File: config.mk
export PLATFORM = sky130hd
export DESIGN_NAME = tt_pad_ring_flat
export DESIGN_NICKNAME = d
export VERILOG_FILES = /design/src/rtl/tt_pad_ring_if.sv /design/src/rtl/tt_pad_ring.sv /design/src/flat_wrapper.sv
export SDC_FILE = /design/constraint.sdc
export NUM_CORES = 1
export LEC_CHECK = 0
export CORE_MARGIN = 5
export CORE_UTILIZATION = 50
export CTS_CLUSTER_DIAMETER = 80
export CTS_CLUSTER_SIZE = 30
export DETAILED_ROUTE_END_ITERATION = 10
export GPL_ROUTABILITY_DRIVEN = 0
export MAX_ROUTING_LAYER = met4
export PLACE_DENSITY = 0.81
export SYNTH_ARGS = -nofsm -noshare
export SYNTH_HDL_FRONTEND = slang
export SYNTH_SLANG_ARGS = --single-unit
File: constraint.sdc
create_clock -name clk -period 2.5 [get_ports clk]
set_input_delay 0.375 -clock clk [delete_from_list [all_inputs] [get_ports clk]]
set_output_delay 0.375 -clock clk [all_outputs]
set_load 0.02 [all_outputs]
File: src/rtl/tt_pad_ring_if.sv
// Pad-side and core-side signal bundle of the Tiny Tapeout pad ring.
// The environment (board pins plus project core) uses master; the ring itself uses slave.
interface tt_pad_ring_if #(
   parameter int N_UI  = 8,
   parameter int N_UIO = 8
);
   logic [N_UI-1:0]  pad_ui;
   logic [N_UIO-1:0] pad_uio_in;
   logic [N_UIO-1:0] pad_uio_out;
   logic [N_UIO-1:0] pad_uio_oe;
   logic [N_UI-1:0]  ui_in;
   logic [N_UIO-1:0] uio_in;
   logic [N_UIO-1:0] core_uio_out;
   logic [N_UIO-1:0] core_uio_oe;
   logic             core_rst_n;
   logic [N_UIO-1:0] turn_busy;

   modport master (
      output pad_ui, pad_uio_in, core_uio_out, core_uio_oe,
      input  pad_uio_out, pad_uio_oe, ui_in, uio_in, core_rst_n, turn_busy
   );

   modport slave (
      input  pad_ui, pad_uio_in, core_uio_out, core_uio_oe,
      output pad_uio_out, pad_uio_oe, ui_in, uio_in, core_rst_n, turn_busy
   );
endinterface

File: src/rtl/tt_pad_ring.sv
// Pad ring for a Tiny Tapeout core: input synchronisers, stretched core reset and
// per-pin drive turnaround so a uio pad is Z for TURNAROUND cycles on each direction change.
module tt_pad_ring #(
   parameter int N_UI        = 8,
   parameter int N_UIO       = 8,
   parameter int SYNC_STAGES = 2,
   parameter int TURNAROUND  = 1,
   parameter int RST_HOLD    = 4
) (
   input logic         clk,
   input logic         rst,
   tt_pad_ring_if.slave bus
);

   typedef enum logic [1:0] {
      ST_IN   = 2'd0,
      ST_DRV  = 2'd1,
      ST_TURN = 2'd2
   } pin_state_e;

   localparam logic [2:0] TURN_LOAD = 3'(TURNAROUND);
   localparam logic [7:0] HOLD_LOAD = 8'(RST_HOLD);

   logic [N_UI-1:0]  ui_sync_r  [SYNC_STAGES];
   logic [N_UIO-1:0] uio_sync_r [SYNC_STAGES];
   logic [7:0]       hold_cnt_r;
   logic             core_rst_n_r;

   pin_state_e       state_r     [N_UIO];
   pin_state_e       state_nxt_s [N_UIO];
   logic [2:0]       cnt_r       [N_UIO];
   logic [2:0]       cnt_nxt_s   [N_UIO];
   logic [N_UIO-1:0] tgt_r;
   logic [N_UIO-1:0] tgt_nxt_s;
   logic [N_UIO-1:0] oe_r;
   logic [N_UIO-1:0] busy_r;
   logic [N_UIO-1:0] out_r;

   // Plain shift-register synchronisers; uio pads are sampled whatever their direction.
   always_ff @(posedge clk) begin
      if (rst) begin
         for (int i = 0; i < SYNC_STAGES; i++) begin
            ui_sync_r[i]  <= {N_UI{1'b0}};
            uio_sync_r[i] <= {N_UIO{1'b0}};
         end
      end else begin
         ui_sync_r[0]  <= bus.pad_ui;
         uio_sync_r[0] <= bus.pad_uio_in;
         for (int i = 1; i < SYNC_STAGES; i++) begin
            ui_sync_r[i]  <= ui_sync_r[i-1];
            uio_sync_r[i] <= uio_sync_r[i-1];
         end
      end
   end

   // Core reset stretch: release lands RST_HOLD edges after the first edge that sees rst low.
   always_ff @(posedge clk) begin
      if (rst) begin
         hold_cnt_r   <= HOLD_LOAD;
         core_rst_n_r <= 1'b0;
      end else begin
         if (hold_cnt_r != 8'd0) begin
            hold_cnt_r <= hold_cnt_r - 8'd1;
         end else begin
            hold_cnt_r <= hold_cnt_r;
         end
         core_rst_n_r <= (hold_cnt_r == 8'd0);
      end
   end

   // Per-pin direction FSM; any request change while in TURN restarts the dead time.
   always_comb begin
      for (int p = 0; p < N_UIO; p++) begin
         state_nxt_s[p] = state_r[p];
         cnt_nxt_s[p]   = cnt_r[p];
         tgt_nxt_s[p]   = tgt_r[p];
         if (!core_rst_n_r) begin
            state_nxt_s[p] = ST_IN;
            cnt_nxt_s[p]   = 3'd0;
            tgt_nxt_s[p]   = 1'b0;
         end else begin
            case (state_r[p])
               ST_IN: begin
                  if (bus.core_uio_oe[p]) begin
                     if (TURNAROUND == 0) begin
                        state_nxt_s[p] = ST_DRV;
                     end else begin
                        state_nxt_s[p] = ST_TURN;
                        cnt_nxt_s[p]   = TURN_LOAD;
                        tgt_nxt_s[p]   = 1'b1;
                     end
                  end else begin
                     state_nxt_s[p] = ST_IN;
                  end
               end
               ST_DRV: begin
                  if (!bus.core_uio_oe[p]) begin
                     if (TURNAROUND == 0) begin
                        state_nxt_s[p] = ST_IN;
                     end else begin
                        state_nxt_s[p] = ST_TURN;
                        cnt_nxt_s[p]   = TURN_LOAD;
                        tgt_nxt_s[p]   = 1'b0;
                     end
                  end else begin
                     state_nxt_s[p] = ST_DRV;
                  end
               end
               ST_TURN: begin
                  if (bus.core_uio_oe[p] != tgt_r[p]) begin
                     cnt_nxt_s[p] = TURN_LOAD;
                     tgt_nxt_s[p] = bus.core_uio_oe[p];
                  end else if (cnt_r[p] <= 3'd1) begin
                     state_nxt_s[p] = bus.core_uio_oe[p] ? ST_DRV : ST_IN;
                     cnt_nxt_s[p]   = 3'd0;
                  end else begin
                     cnt_nxt_s[p] = cnt_r[p] - 3'd1;
                  end
               end
               default: begin
                  state_nxt_s[p] = ST_IN;
                  cnt_nxt_s[p]   = 3'd0;
                  tgt_nxt_s[p]   = 1'b0;
               end
            endcase
         end
      end
   end

   // Pin state plus pad outputs, decoded from next state so they leave flops directly.
   always_ff @(posedge clk) begin
      if (rst) begin
         for (int p = 0; p < N_UIO; p++) begin
            state_r[p] <= ST_IN;
            cnt_r[p]   <= 3'd0;
         end
         tgt_r  <= {N_UIO{1'b0}};
         oe_r   <= {N_UIO{1'b0}};
         busy_r <= {N_UIO{1'b0}};
         out_r  <= {N_UIO{1'b0}};
      end else begin
         for (int p = 0; p < N_UIO; p++) begin
            state_r[p] <= state_nxt_s[p];
            cnt_r[p]   <= cnt_nxt_s[p];
            oe_r[p]    <= (state_nxt_s[p] == ST_DRV);
            busy_r[p]  <= (state_nxt_s[p] == ST_TURN);
         end
         tgt_r <= tgt_nxt_s;
         out_r <= bus.core_uio_out;
      end
   end

   assign bus.ui_in       = ui_sync_r[SYNC_STAGES-1];
   assign bus.uio_in      = uio_sync_r[SYNC_STAGES-1];
   assign bus.core_rst_n  = core_rst_n_r;
   assign bus.pad_uio_out = out_r;
   assign bus.pad_uio_oe  = oe_r;
   assign bus.turn_busy   = busy_r;

endmodule
File: src/flat_wrapper.sv
// flat-port wrapper written by rule: the top's interface ports become plain ports
module tt_pad_ring_flat 
#(
   parameter int N_UI        = 8,
   parameter int N_UIO       = 8,
   parameter int SYNC_STAGES = 2,
   parameter int TURNAROUND  = 1,
   parameter int RST_HOLD    = 4
)
  (clk, rst, bus_pad_ui, bus_pad_uio_in, bus_core_uio_out, bus_core_uio_oe, bus_pad_uio_out, bus_pad_uio_oe, bus_ui_in, bus_uio_in, bus_core_rst_n, bus_turn_busy);
  tt_pad_ring_if #(.N_UI(N_UI), .N_UIO(N_UIO)) bus_i ();
  input logic clk;
  input logic rst;
  input wire logic [$bits(bus_i.pad_ui)-1:0] bus_pad_ui;
  input wire logic [$bits(bus_i.pad_uio_in)-1:0] bus_pad_uio_in;
  input wire logic [$bits(bus_i.core_uio_out)-1:0] bus_core_uio_out;
  input wire logic [$bits(bus_i.core_uio_oe)-1:0] bus_core_uio_oe;
  output wire logic [$bits(bus_i.pad_uio_out)-1:0] bus_pad_uio_out;
  output wire logic [$bits(bus_i.pad_uio_oe)-1:0] bus_pad_uio_oe;
  output wire logic [$bits(bus_i.ui_in)-1:0] bus_ui_in;
  output wire logic [$bits(bus_i.uio_in)-1:0] bus_uio_in;
  output wire logic [$bits(bus_i.core_rst_n)-1:0] bus_core_rst_n;
  output wire logic [$bits(bus_i.turn_busy)-1:0] bus_turn_busy;
  assign bus_i.pad_ui = bus_pad_ui;
  assign bus_i.pad_uio_in = bus_pad_uio_in;
  assign bus_i.core_uio_out = bus_core_uio_out;
  assign bus_i.core_uio_oe = bus_core_uio_oe;
  assign bus_pad_uio_out = bus_i.pad_uio_out;
  assign bus_pad_uio_oe = bus_i.pad_uio_oe;
  assign bus_ui_in = bus_i.ui_in;
  assign bus_uio_in = bus_i.uio_in;
  assign bus_core_rst_n = bus_i.core_rst_n;
  assign bus_turn_busy = bus_i.turn_busy;
  tt_pad_ring #(.N_UI(N_UI), .N_UIO(N_UIO), .SYNC_STAGES(SYNC_STAGES), .TURNAROUND(TURNAROUND), .RST_HOLD(RST_HOLD)) u_core (.clk(clk), .rst(rst), .bus(bus_i));
endmodule
==> metrics.log <==
[metrics] Fin Setup TNS: 0 ns
[metrics] total net switching power: 1.32 mW
[metrics] PostCTS Resize Cnt: 0
[metrics] origin of the critical flop-to-flop path: u_core.cnt_r[7][1]$_SDFFE_PP0P_
[metrics] Die W: 109 um
[metrics] count of pins over their slew limit: 0
[metrics] total inserted antenna cells: 0
[metrics] worst path setup slack after routing: between 0.6 and 0.7 ns
[metrics] detailed-route wire length per cell: 12.9 um
[metrics] Internal: between 3 and 4 mW
[metrics] final critical-path required period: 1.89 ns
[metrics] post-DP HPWL: slightly below 7000 um
[metrics] antenna violations before repair: 0
[metrics] cell at the root of the clock tree: sky130_fd_sc_hd__clkbuf_8
[metrics] final hold violation count: 0
[metrics] longest individual stage delay on the worst path: 0.64 ns
[metrics] clk buf depth: 2
[metrics] number of nets in the final layout: 650
[metrics] Hold WS: approximately 0.41 ns
[metrics] logic depth of the worst register-to-register path: 6
[metrics] crit share post-route: 0.757
[metrics] Crit. Startpoint: u_core.bus.core_rst_n$_SDFF_PP0_
[metrics] CTS Buf Count: 17
[metrics] H-tree levels: 4
[metrics] Starting DRT DRC Count: about 180
[metrics] min-delay src: bus_core_uio_out[5]
[metrics] CTS clock-pin slew for the worst setup and hold paths: 0.06 ns
[metrics] Post-Synthesis Cells: 544
[metrics] Core Area: around 9600 sq um
[metrics] status: complete, no violations
[metrics] async set or reset register ratio after synthesis: 0
[metrics] global router's overall resource usage: 0.182
[metrics] reg-to-reg slack, setup: 0.79 ns
[metrics] number of register bits inferred by synthesis: around 110
[metrics] count of flip-flops with a built-in enable after synthesis: 0
[metrics] endpoint of the most critical register-to-register path: u_core.cnt_r[7][1]$_SDFFE_PP0P_
[metrics] fraction of layout instances using a drive strength above 1: 0.0782
[metrics] Final setup viols: 0
[metrics] Hold Crit Class: input port to register
[metrics] type of the setup path with the least slack: register to primary output
[metrics] Critical Path End Type: primary output
[metrics] setup repair after global routing missed its margin: no
[metrics] Pwr per Cell Area: approximately 800 nW/um^2
[metrics] Clk network pwr share: 0.454
[metrics] total nets after synthesis: around 590
[metrics] crit path buf inv count: 1
[metrics] post-synthesis instance area: just under 5000 sq um
[metrics] post-route non-filler standard cell count: between 700 and 800
[metrics] pin count of the biggest net entering global routing: a little over 40
[metrics] IR drop worst, VDD: 0.571 mV
[metrics] die area: 11,800 sq um
[metrics] DRC: 0
[metrics] number of vias per cell: around 5.2
[metrics] data required time at the worst endpoint: 2.12 ns
[metrics] Critical Path Start Type: register
[metrics] relative max-transition margin: 0.621
[metrics] TritonCTS clock tree: built
[metrics] residual overflow from global routing: 0
[metrics] most common cell after layout, fill and taps aside: sky130_fd_sc_hd__dfxtp_1
[metrics] die height: 109 um
[metrics] P&R area growth vs syn: 26.3%
[metrics] number of standard-cell rows in the floorplan: 36
[metrics] maximum clock skew at final layout: about 0.0086 ns
[metrics] relative contribution of sequential cells to total power: 0.418
[metrics] Slowest-stage cell, CP: sky130_fd_sc_hd__clkdlybuf4s50_1
[metrics] initial standard-cell utilization of the core: 0.506
[metrics] switching share of power: 0.275
[metrics] actual transition at the worst max-transition pin: 0.566 ns
[metrics] Arr. time, crit path: approximately 1.5 ns
[metrics] part of the total power dissipated in combinational logic: 0.128
[metrics] count of port buffers added during placement: 74
[metrics] number of sinks handled by clock tree synthesis: ~110
[metrics] maximum operating frequency: between 0.5 and 0.6 GHz
[metrics] endpoint with the worst hold slack: u_core.bus.pad_uio_out[5]$_SDFF_PP0_
[metrics] number of global-route vias before repair: ~3,800
[metrics] Hold Path Cell Cnt: 2
[metrics] final standard cell utilization of the core: 0.639
[metrics] Placed Cells: between 700 and 800
[metrics] number of hold buffers added after CTS: 0
[metrics] Yosys warning total: 0
[metrics] Avg Inst Size Synth: ~9 sq um
[metrics] kind of cell adding the most delay to the critical path: buffers and inverters
[metrics] drt pass-1 iters: 4
[metrics] Lkg Pwr: about 2.3 nW
[metrics] crit path cell chain: clkdlybuf4s50_1
[metrics] clock network latency to the later pin of the worst-skew pair: around 0.52 ns
[metrics] via count: approximately 4,000
[metrics] post-synth cell types: 55
[metrics] Place WS: 0.545 ns
[metrics] wire length after detailed routing: 9660 um
[metrics] Antenna Violating Nets Remaining: 0
[metrics] worst-path maximum fanout: 3
[metrics] top library cells by usage in the layout, fill and taps aside: sky130_fd_sc_hd__dfxtp_1 (113), sky130_fd_sc_hd__clkdlybuf4s50_1 (74), sky130_fd_sc_hd__nor2b_1 (58), sky130_fd_sc_hd__a21oi_1 (50), sky130_fd_sc_hd__nor2_1 (34)
[metrics] first-pass GRT wire length: around 16,000 um
[metrics] max-capacitance violation count: 0
[metrics] post-CTS setup repair buffer count: 0
[metrics] FILL cells: about 780
[metrics] Top-Level Pins: 75
[metrics] sequential-to-total area share from yosys stat: 0.464
[metrics] Most used DFF post-synth: sky130_fd_sc_hd__dfxtp_1
-- worst register-to-register path: stages, from the launching register on --
cell and delay (ns):
sky130_fd_sc_hd__dfxtp_1 0.35, sky130_fd_sc_hd__inv_1 0.09, sky130_fd_sc_hd__ha_1 0.20, sky130_fd_sc_hd__o21ba_2 0.27
sky130_fd_sc_hd__nor2_1 0.08, sky130_fd_sc_hd__or4_1 0.50, sky130_fd_sc_hd__a21oi_1 0.16
-- cell usage after synthesis (all sizes together) (3+ instances only) --
cell type	instances	area (sq um)
inv	26	97.6
ha	15	188
nand2b	25	156
buf	23	155
nand3	8	40.0
o22ai	3	18.8
nand4b	5	43.8
o21ba	4	40.0
o31a	4	35.0
o21bai	5	37.5
a21oi	50	250
xor2	9	78.8
o21ai	23	115
xnor2	4	35.0
and3	6	38.8
a31oi	10	62.6
nor2b	59	369
nor3	24	131
and3b	4	35.0
nor2	34	128
a211oi	3	22.5
o31ai	4	30.0
dfxtp	113	2260
clkbuf	17	65.1
or4	6	45.0
nand2	23	86.3
nand3b	6	45.0
-- worst max-delay path by stage --
stage                                                 end  slack [ns]  cells past startpoint
after floorplan           u_core.cnt_r[1][1]$_SDFFE_PP0P_        0.95                      6
after global placement    u_core.cnt_r[3][1]$_SDFFE_PP0P_        0.58                      5
after detailed placement  u_core.cnt_r[3][2]$_SDFFE_PP0P_        0.54                      5
after CTS                                  bus_core_rst_n        0.55                      1
after global routing                       bus_core_rst_n        0.53                      1
final                                      bus_core_rst_n        0.61                      1
-- layer usage --
| metal | vias up | GRT usage | share of wire |
|---|---|---|---|
| met2 | 104 | 0.303 | 0.50 |
| met3 | 12 | 0.0835 | 0.083 |
| met5 | - | - | 0 |
| met1 | 1797 | 0.184 | 0.41 |
| li1 | 1976 | - | - |
| met4 | 0 | 0.0803 | 0.0095 |
-- logic make-up (layout without fill, tap and decap cells) --
logic type	count (synthesis)	after routing	synth area share
AOI/OAI and AO/OA	124	124	0.158
DFF	113	113	0.464
muxes	2	2	0.00436
buffers and inverters	66	136	0.0652
xor gates and xnor gates	13	13	0.0234
and+or+nand+nor	209	209	0.243
adders and majority gates	17	17	0.0426
-- cell type report --
cell class                 instances  area, sq um  share of cell area
timing repair buffer              78          783               0.127
inverter                          26         97.6              0.0158
tap                              133          166              0.0270
clock buffer                      18          428              0.0695
multi-input combinational        365         2300               0.373
clock inverter                    14          123              0.0199
sequential                       113         2260               0.367
-- through the flow --
step           area, sq um  power [mW]
2_1_floorplan         4880        2.46
3_3_place_gp          5610        2.63
3_5_place_dp          5610        2.66
4_1_cts               6160        4.87
5_1_grt               6160        5.04
6_report              6160        4.81
-- power groups by stage --
stage          logic [mW]  clock network (mW)  registers [mW]
2_1_floorplan       0.424                   0            2.04
3_3_place_gp        0.591                   0            2.04
3_5_place_dp        0.614                   0            2.05
4_1_cts             0.618                2.24            2.01
5_1_grt             0.682                2.33            2.02
6_report            0.613                2.18            2.01
-- state kept, by name (all words and copies together) (netlist names) --
name,flops
u_core.cnt_r,24
u_core.state_r,16
u_core.ui_sync_r,16
u_core.uio_sync_r,16
u_core.bus.pad_uio_oe,8
u_core.bus.pad_uio_out,8
u_core.bus.turn_busy,8
u_core.hold_cnt_r,8
u_core.tgt_r,8
u_core.bus.core_rst_n,1
Note: power is estimated with default switching activity, not from simulation.
